===== src/rtl/pio_gpio_irq_if.sv =====
// Avalon-MM slave bus bundle for the GPIO port: the CPU side drives it, the PIO answers.
interface pio_gpio_irq_if #(
  parameter int WIDTH = 8
);
  logic [2:0]       address;
  logic             chipselect;
  logic             write_n;
  logic [WIDTH-1:0] writedata;
  logic [WIDTH-1:0] readdata;

  modport master (output address, chipselect, write_n, writedata, input readdata);
  modport slave  (input address, chipselect, write_n, writedata, output readdata);
endinterface


===== src/rtl/pio_gpio_irq.sv =====
// WIDTH-bit GPIO with per-bit direction, synchronised inputs, edge capture and a maskable irq.
// Define PIO_GPIO_BITSET_EN to enable the outset (addr 4) / outclear (addr 5) registers.

// One I/O bit: input synchroniser, previous-value flop and the sticky edge-capture bit.
module pio_gpio_lane #(
  parameter int SYNC_STAGES = 2,
  parameter int EDGE_TYPE   = 0
) (
  input  logic clk,
  input  logic reset_n,
  input  logic pin_i,
  input  logic clr_i,
  output logic sync_o,
  output logic cap_o
);
  logic [SYNC_STAGES-1:0] sync_q;
  logic                   prev_q;
  logic                   cap_q, cap_d;
  logic                   edge_d;

  assign sync_o = sync_q[SYNC_STAGES-1];
  assign cap_o  = cap_q;

  if (EDGE_TYPE == 0) begin : g_rise
    assign edge_d = sync_o & ~prev_q;
  end else if (EDGE_TYPE == 1) begin : g_fall
    assign edge_d = ~sync_o & prev_q;
  end else begin : g_any
    assign edge_d = sync_o ^ prev_q;
  end

  // A new edge wins over a clear-write landing in the same cycle.
  assign cap_d = (cap_q & ~clr_i) | edge_d;

  // Chain and prev both reset to 0, so a pin already high at release is one real edge.
  always_ff @(posedge clk or negedge reset_n) begin
    if (!reset_n) begin
      sync_q <= '0;
      prev_q <= 1'b0;
      cap_q  <= 1'b0;
    end else begin
      sync_q <= {sync_q[SYNC_STAGES-2:0], pin_i};
      prev_q <= sync_o;
      cap_q  <= cap_d;
    end
  end
endmodule

module pio_gpio_irq #(
  parameter int               WIDTH       = 8,
  parameter logic [WIDTH-1:0] RESET_VALUE = '0,
  parameter logic [WIDTH-1:0] RESET_DIR   = '0,
  parameter int               EDGE_TYPE   = 0,
  parameter int               SYNC_STAGES = 2
) (
  input  logic               clk,
  input  logic               reset_n,
  pio_gpio_irq_if.slave      bus,
  input  logic [WIDTH-1:0]   in_port_i,
  output logic [WIDTH-1:0]   out_port_o,
  output logic [WIDTH-1:0]   oe_o,
  output logic               irq_o
);
  logic [WIDTH-1:0] data_q, data_d;
  logic [WIDTH-1:0] dir_q, mask_q;
  logic             irq_q;
  logic [WIDTH-1:0] sync_in, edge_cap, cap_clr;
  logic [WIDTH-1:0] rdata_d;
  logic             wr;

  assign wr      = bus.chipselect & ~bus.write_n;
  assign cap_clr = (wr && bus.address == 3'd3) ? bus.writedata : '0;

  pio_gpio_lane #(
    .SYNC_STAGES (SYNC_STAGES),
    .EDGE_TYPE   (EDGE_TYPE)
  ) u_lane [WIDTH-1:0] (
    .clk     (clk),
    .reset_n (reset_n),
    .pin_i   (in_port_i),
    .clr_i   (cap_clr),
    .sync_o  (sync_in),
    .cap_o   (edge_cap)
  );

  always_comb begin
    data_d = data_q;
    if (wr) begin
      case (bus.address)
        3'd0:    data_d = bus.writedata;
`ifdef PIO_GPIO_BITSET_EN
        3'd4:    data_d = data_q | bus.writedata;
        3'd5:    data_d = data_q & ~bus.writedata;
`endif
        default: data_d = data_q;
      endcase
    end
  end

  always_ff @(posedge clk or negedge reset_n) begin
    if (!reset_n) begin
      data_q <= RESET_VALUE;
      dir_q  <= RESET_DIR;
      mask_q <= '0;
      irq_q  <= 1'b0;
    end else begin
      data_q <= data_d;
      if (wr && bus.address == 3'd1) dir_q  <= bus.writedata;
      if (wr && bus.address == 3'd2) mask_q <= bus.writedata;
      irq_q <= |(edge_cap & mask_q);
    end
  end

  // Zero-wait-state read mux; chipselect is deliberately ignored.
  always_comb begin
    rdata_d = '0;
    case (bus.address)
      3'd0:    rdata_d = (dir_q & data_q) | (~dir_q & sync_in);
      3'd1:    rdata_d = dir_q;
      3'd2:    rdata_d = mask_q;
      3'd3:    rdata_d = edge_cap;
      default: rdata_d = '0;
    endcase
  end

  assign bus.readdata = rdata_d;
  assign out_port_o   = data_q;
  assign oe_o         = dir_q;
  assign irq_o        = irq_q;
endmodule


===== src/flat_wrapper.sv =====
// flat-port wrapper written by rule: the top's interface ports become plain ports
module pio_gpio_irq_flat 
#(
  parameter int               WIDTH       = 8,
  parameter logic [WIDTH-1:0] RESET_VALUE = '0,
  parameter logic [WIDTH-1:0] RESET_DIR   = '0,
  parameter int               EDGE_TYPE   = 0,
  parameter int               SYNC_STAGES = 2
)
  (clk, reset_n, in_port_i, out_port_o, oe_o, irq_o, bus_address, bus_chipselect, bus_write_n, bus_writedata, bus_readdata);
  pio_gpio_irq_if #(.WIDTH(WIDTH)) bus_i ();
  input  logic clk;
  input  logic reset_n;
  input  logic [WIDTH-1:0] in_port_i;
  output logic [WIDTH-1:0] out_port_o;
  output logic [WIDTH-1:0] oe_o;
  output logic irq_o;
  input wire logic [$bits(bus_i.address)-1:0] bus_address;
  input wire logic [$bits(bus_i.chipselect)-1:0] bus_chipselect;
  input wire logic [$bits(bus_i.write_n)-1:0] bus_write_n;
  input wire logic [$bits(bus_i.writedata)-1:0] bus_writedata;
  output wire logic [$bits(bus_i.readdata)-1:0] bus_readdata;
  assign bus_i.address = bus_address;
  assign bus_i.chipselect = bus_chipselect;
  assign bus_i.write_n = bus_write_n;
  assign bus_i.writedata = bus_writedata;
  assign bus_readdata = bus_i.readdata;
  pio_gpio_irq #(.WIDTH(WIDTH), .RESET_VALUE(RESET_VALUE), .RESET_DIR(RESET_DIR), .EDGE_TYPE(EDGE_TYPE), .SYNC_STAGES(SYNC_STAGES)) u_core (.clk(clk), .reset_n(reset_n), .bus(bus_i), .in_port_i(in_port_i), .out_port_o(out_port_o), .oe_o(oe_o), .irq_o(irq_o));
endmodule

===== config.mk =====
export PLATFORM = sky130hd
export DESIGN_NAME = pio_gpio_irq_flat
export DESIGN_NICKNAME = d
export VERILOG_FILES = /design/src/rtl/pio_gpio_irq_if.sv /design/src/rtl/pio_gpio_irq.sv /design/src/flat_wrapper.sv
export SDC_FILE = /design/constraint.sdc
export NUM_CORES = 1
export LEC_CHECK = 0
export BUFFER_PORTS_ARGS = -buffer_cell sky130_fd_sc_hd__buf_2
export CORE_MARGIN = 1.5
export CORE_UTILIZATION = 53
export DETAILED_ROUTE_END_ITERATION = 10
export GPL_ROUTABILITY_DRIVEN = 1
export PLACE_DENSITY_LB_ADDON = 0.05
export SLEW_MARGIN = 20
export SYNTH_ARGS = -nofsm -noshare
export SYNTH_HDL_FRONTEND = slang
export SYNTH_SLANG_ARGS = --single-unit

===== constraint.sdc =====
create_clock -name clk -period 1.7 [get_ports clk]
set_input_delay 0.34 -clock clk [delete_from_list [all_inputs] [get_ports clk]]
set_output_delay 0.34 -clock clk [all_outputs]
set_load 0.1 [all_outputs]

==> key figures <==
Detailed routing
  – Vias per cell: 5.67
  – # DRC: 0
  – Final WL: around 5600 um
  – Wirelength per Cell: 19.1 um
  – M1 WL: about 2400 um
  – DR top layer: met4
  – Drt pass-1 iters: 5
  – Wire length on met3: between 200 and 300 um
  – Met2 wire length: about 2800 um
  – Routed Antenna Nets: 0
  – Total number of vias: 1651
  – DRT iter0 DRCs: 73

Floorplanning
  – Core area: 4060 sq um
  – # rows: 23
  – DIE HEIGHT: 68.5 um
  – Num ports: 48
  – Die ar.: 4690 sq um
  – Die W: 68.5 um
  – Starting density of the core: 0.560

Yosys
  – Leading area contributor after synthesis: dfrtp_1
  – Top_reg_cell synth: dfrtp_1
  – Number of synthesized register bits: 57
  – Syn Area/Cell: 13.8 sq um
  – Post-synth top area share: 0.628
  – Synth unique cells: 24
  – Async set-reset flop share out of synthesis: 1.00
  – Post-synth net total: 188
  – Sequential-to-total area share from yosys stat: 0.628
  – Ranking of synthesized cells by area: dfrtp_1 63%, mux2_2 7.9%, o21ai_0 5.3%, mux2_4 5.3%, mux2i_1 3.1%
  – Post-synthesis cell count: 165
  – Ys Warns: 0
  – Synthesized cell area: 2270 sq um
  – Most common cell in the netlist: dfrtp_1
  – Top cells by count, synth: 57 x dfrtp_1, 24 x o21ai_0, 16 x mux2_2
  – Number of synthesized flops with an enable pin: 0

GRT
  – Vias in the first global route: roughly 1700
  – GRT Util Overall: 0.267
  – Largest net degree at the start of global routing: a little under 60
  – First-pass GRT wire length: 8690 um
  – GRT Residual Overflow: 0
  – Initial antenna violation count: 0

Layout
  – Final instance area: 3270 sq um
  – Fin cells: between 200 and 300
  – Share of layout cells above drive strength 1: 0.602
  – Final Core Density: 0.806
  – Antenna diodes: 0
  – Nets: ~260
  – Syn-to-layout area delta: 44.0%

Status
  – Status: finished, violations left
  – Failing checks: hold timing, setup timing

Setup path
  – CP max stage delay: 0.47 ns
  – Data arrival, critical path: between 1.5 and 2 ns
  – CP Capture Type: output pin
  – R2r setup slk: 0.58 ns
  – Slowest cell on crit path: dfrtp_4
  – Family with the most delay on the worst path: flip-flops
  – Worst Reg-to-Reg Cells: 3
  – Critical path required time: 1.36 ns
  – Worst R2R End: u_core.oe_o[2]
  – Critical Path Start: u_core.oe_o[1]
  – Critical path type: flip-flop to output pin
  – R2r startpoint: u_core.oe_o[2]
  – Worst Setup Start Kind: flip-flop
  – Crit path buf inv count: 1
  – CP Cell Sequence: or3_4, a311oi_4, buf_12
  – CP max FO: 2

Power
  – Power per Cell Area: 1430 nW/um^2
  – Maximum vdd drop: around 0.0011 V
  – Leakage power: 0.00145 uW

STA
  – Worst Setup Slack, final: -0.293 ns
  – Tmin final: about 2 ns
  – Final period util: 1.17
  – RSZ-0062 raised after global routing: true
  – Worst-Margin Slew: 0.495 ns
  – Worst Skew: 0.00488 ns
  – Max_slew headroom: 0.672
  – Fmax: 502 MHz
  – Pins Over Slew Limit: 0
  – Hold Vio Cnt, Final: 2
  – Final Setup Violations: 8
  – Final hold slack: -0.00538 ns

Clock tree
  – CTS tree: built
  – CTS max path bufs: 2
  – Clock slew at reported path FFs: about 0.06 ns
  – CTS HTree Levels: 3
  – Clk sinks: 57
  – Worst-skew pair later-pin latency: 0.33 ns
  – CTS buffer count: 9
  – Root Driver: clkbuf_8

Placed design
  – Dpl cells: 268
  – Port Buf Inserts: 47
  – Pre-CTS setup slack: -0.0992 ns
  – Placed cell area: 2940 sq um
  – GP Congestion: 0.873
  – Post-DP HPWL: about 3700 um

Worst hold path
  – Hold WC Path Type: input port to async pin

Job
  – Max-cap violations: 0
-- worst max-delay path by stage --
stage,cells past startpoint,to,slack [ns]
after floorplan,2,bus_readdata[1],-0.61
after global placement,4,bus_readdata[1],-0.07
after detailed placement,5,bus_readdata[5],-0.1
after CTS,3,bus_readdata[1],-0.31
after global routing,3,bus_readdata[1],-0.34
final,3,bus_readdata[1],-0.29
-- repair_timing --
item                                    4_1_cts  5_1_grt
resized for setup                             6        7
buffers inserted                              6        1
endpoints found under the hold margin         0        0
endpoints found under the setup margin        8        8
pin swaps                                     9        4
hold buffers                                  0        0
-- kinds of logic (layout without fill, tap and decap cells) --
group                  after synthesis  in the layout  synth area share
buffers and inverters               17             93            0.0353
multiplexers                        31             31             0.163
flip-flops                          57             57             0.628
AO/OA/AOI/OAI                       44             44             0.127
AND/OR/NAND/NOR                     16             16            0.0463
-- registers in the layout, indices dropped and copies added, names as in the netlist --
signal                cells
u_core.irq_o              1
u_core.mask_q             8
u_core.oe_o               8
u_core.out_port_o         8
u_core.u_lane.cap_o       8
u_core.u_lane.prev_q      8
u_core.u_lane.sync_q     16
-- where the power goes --
part           internal (uW)  switching [uW]
sequential              1570             139
combinational            488            1170
clock                    796             509
-- cell usage in the layout (no fill, tap or decap), types with 2 or more instances in the layout --
| cell type | netlist | routed |
|---|---|---|
| inv_1 | 8 | 4 |
| a211oi_4 | 0 | 7 |
| a22oi_1 | 4 | 4 |
| clkbuf_8 | 0 | 12 |
| mux2_2 | 16 | 16 |
| mux2_4 | 8 | 8 |
| inv_2 | 0 | 4 |
| o21ai_0 | 24 | 23 |
| buf_2 | 2 | 37 |
| o311a_4 | 0 | 6 |
| mux2i_1 | 7 | 7 |
| buf_12 | 0 | 11 |
| buf_4 | 1 | 20 |
| dfrtp_2 | 0 | 8 |
| nand2_1 | 8 | 8 |
| clkbuf_1 | 4 | 2 |
| dfrtp_1 | 57 | 41 |
| dfrtp_4 | 0 | 8 |
-- metal layers --
layer	track usage	up-vias
met5	0	-
met4	0.133	0
met3	0.0526	10
met2	0.429	54
met1	0.346	851
li1	-	736
-- final cells by class --
type,count,area [sq um]
fillers,221,787
clock inverters,2,35.0
well taps,50,62.6
flip-flops and latches,57,1470
clock buffers,14,173
inverters,9,36.3
repair buffers,68,556
multi-input cells,91,942
-- through the flow --
step	TNS [ns]	power, uW	hold slack, ns
3_5_place_dp	-1.15	3280	0.336
3_3_place_gp	-0.702	3230	0.332
5_1_grt	-2.00	4830	0.0134
4_1_cts	-2.02	4670	0.0128
2_1_floorplan	-6.05	2900	0.0444
6_report	-1.69	4670	-0.00538
Power figures use the tool's default switching activity.
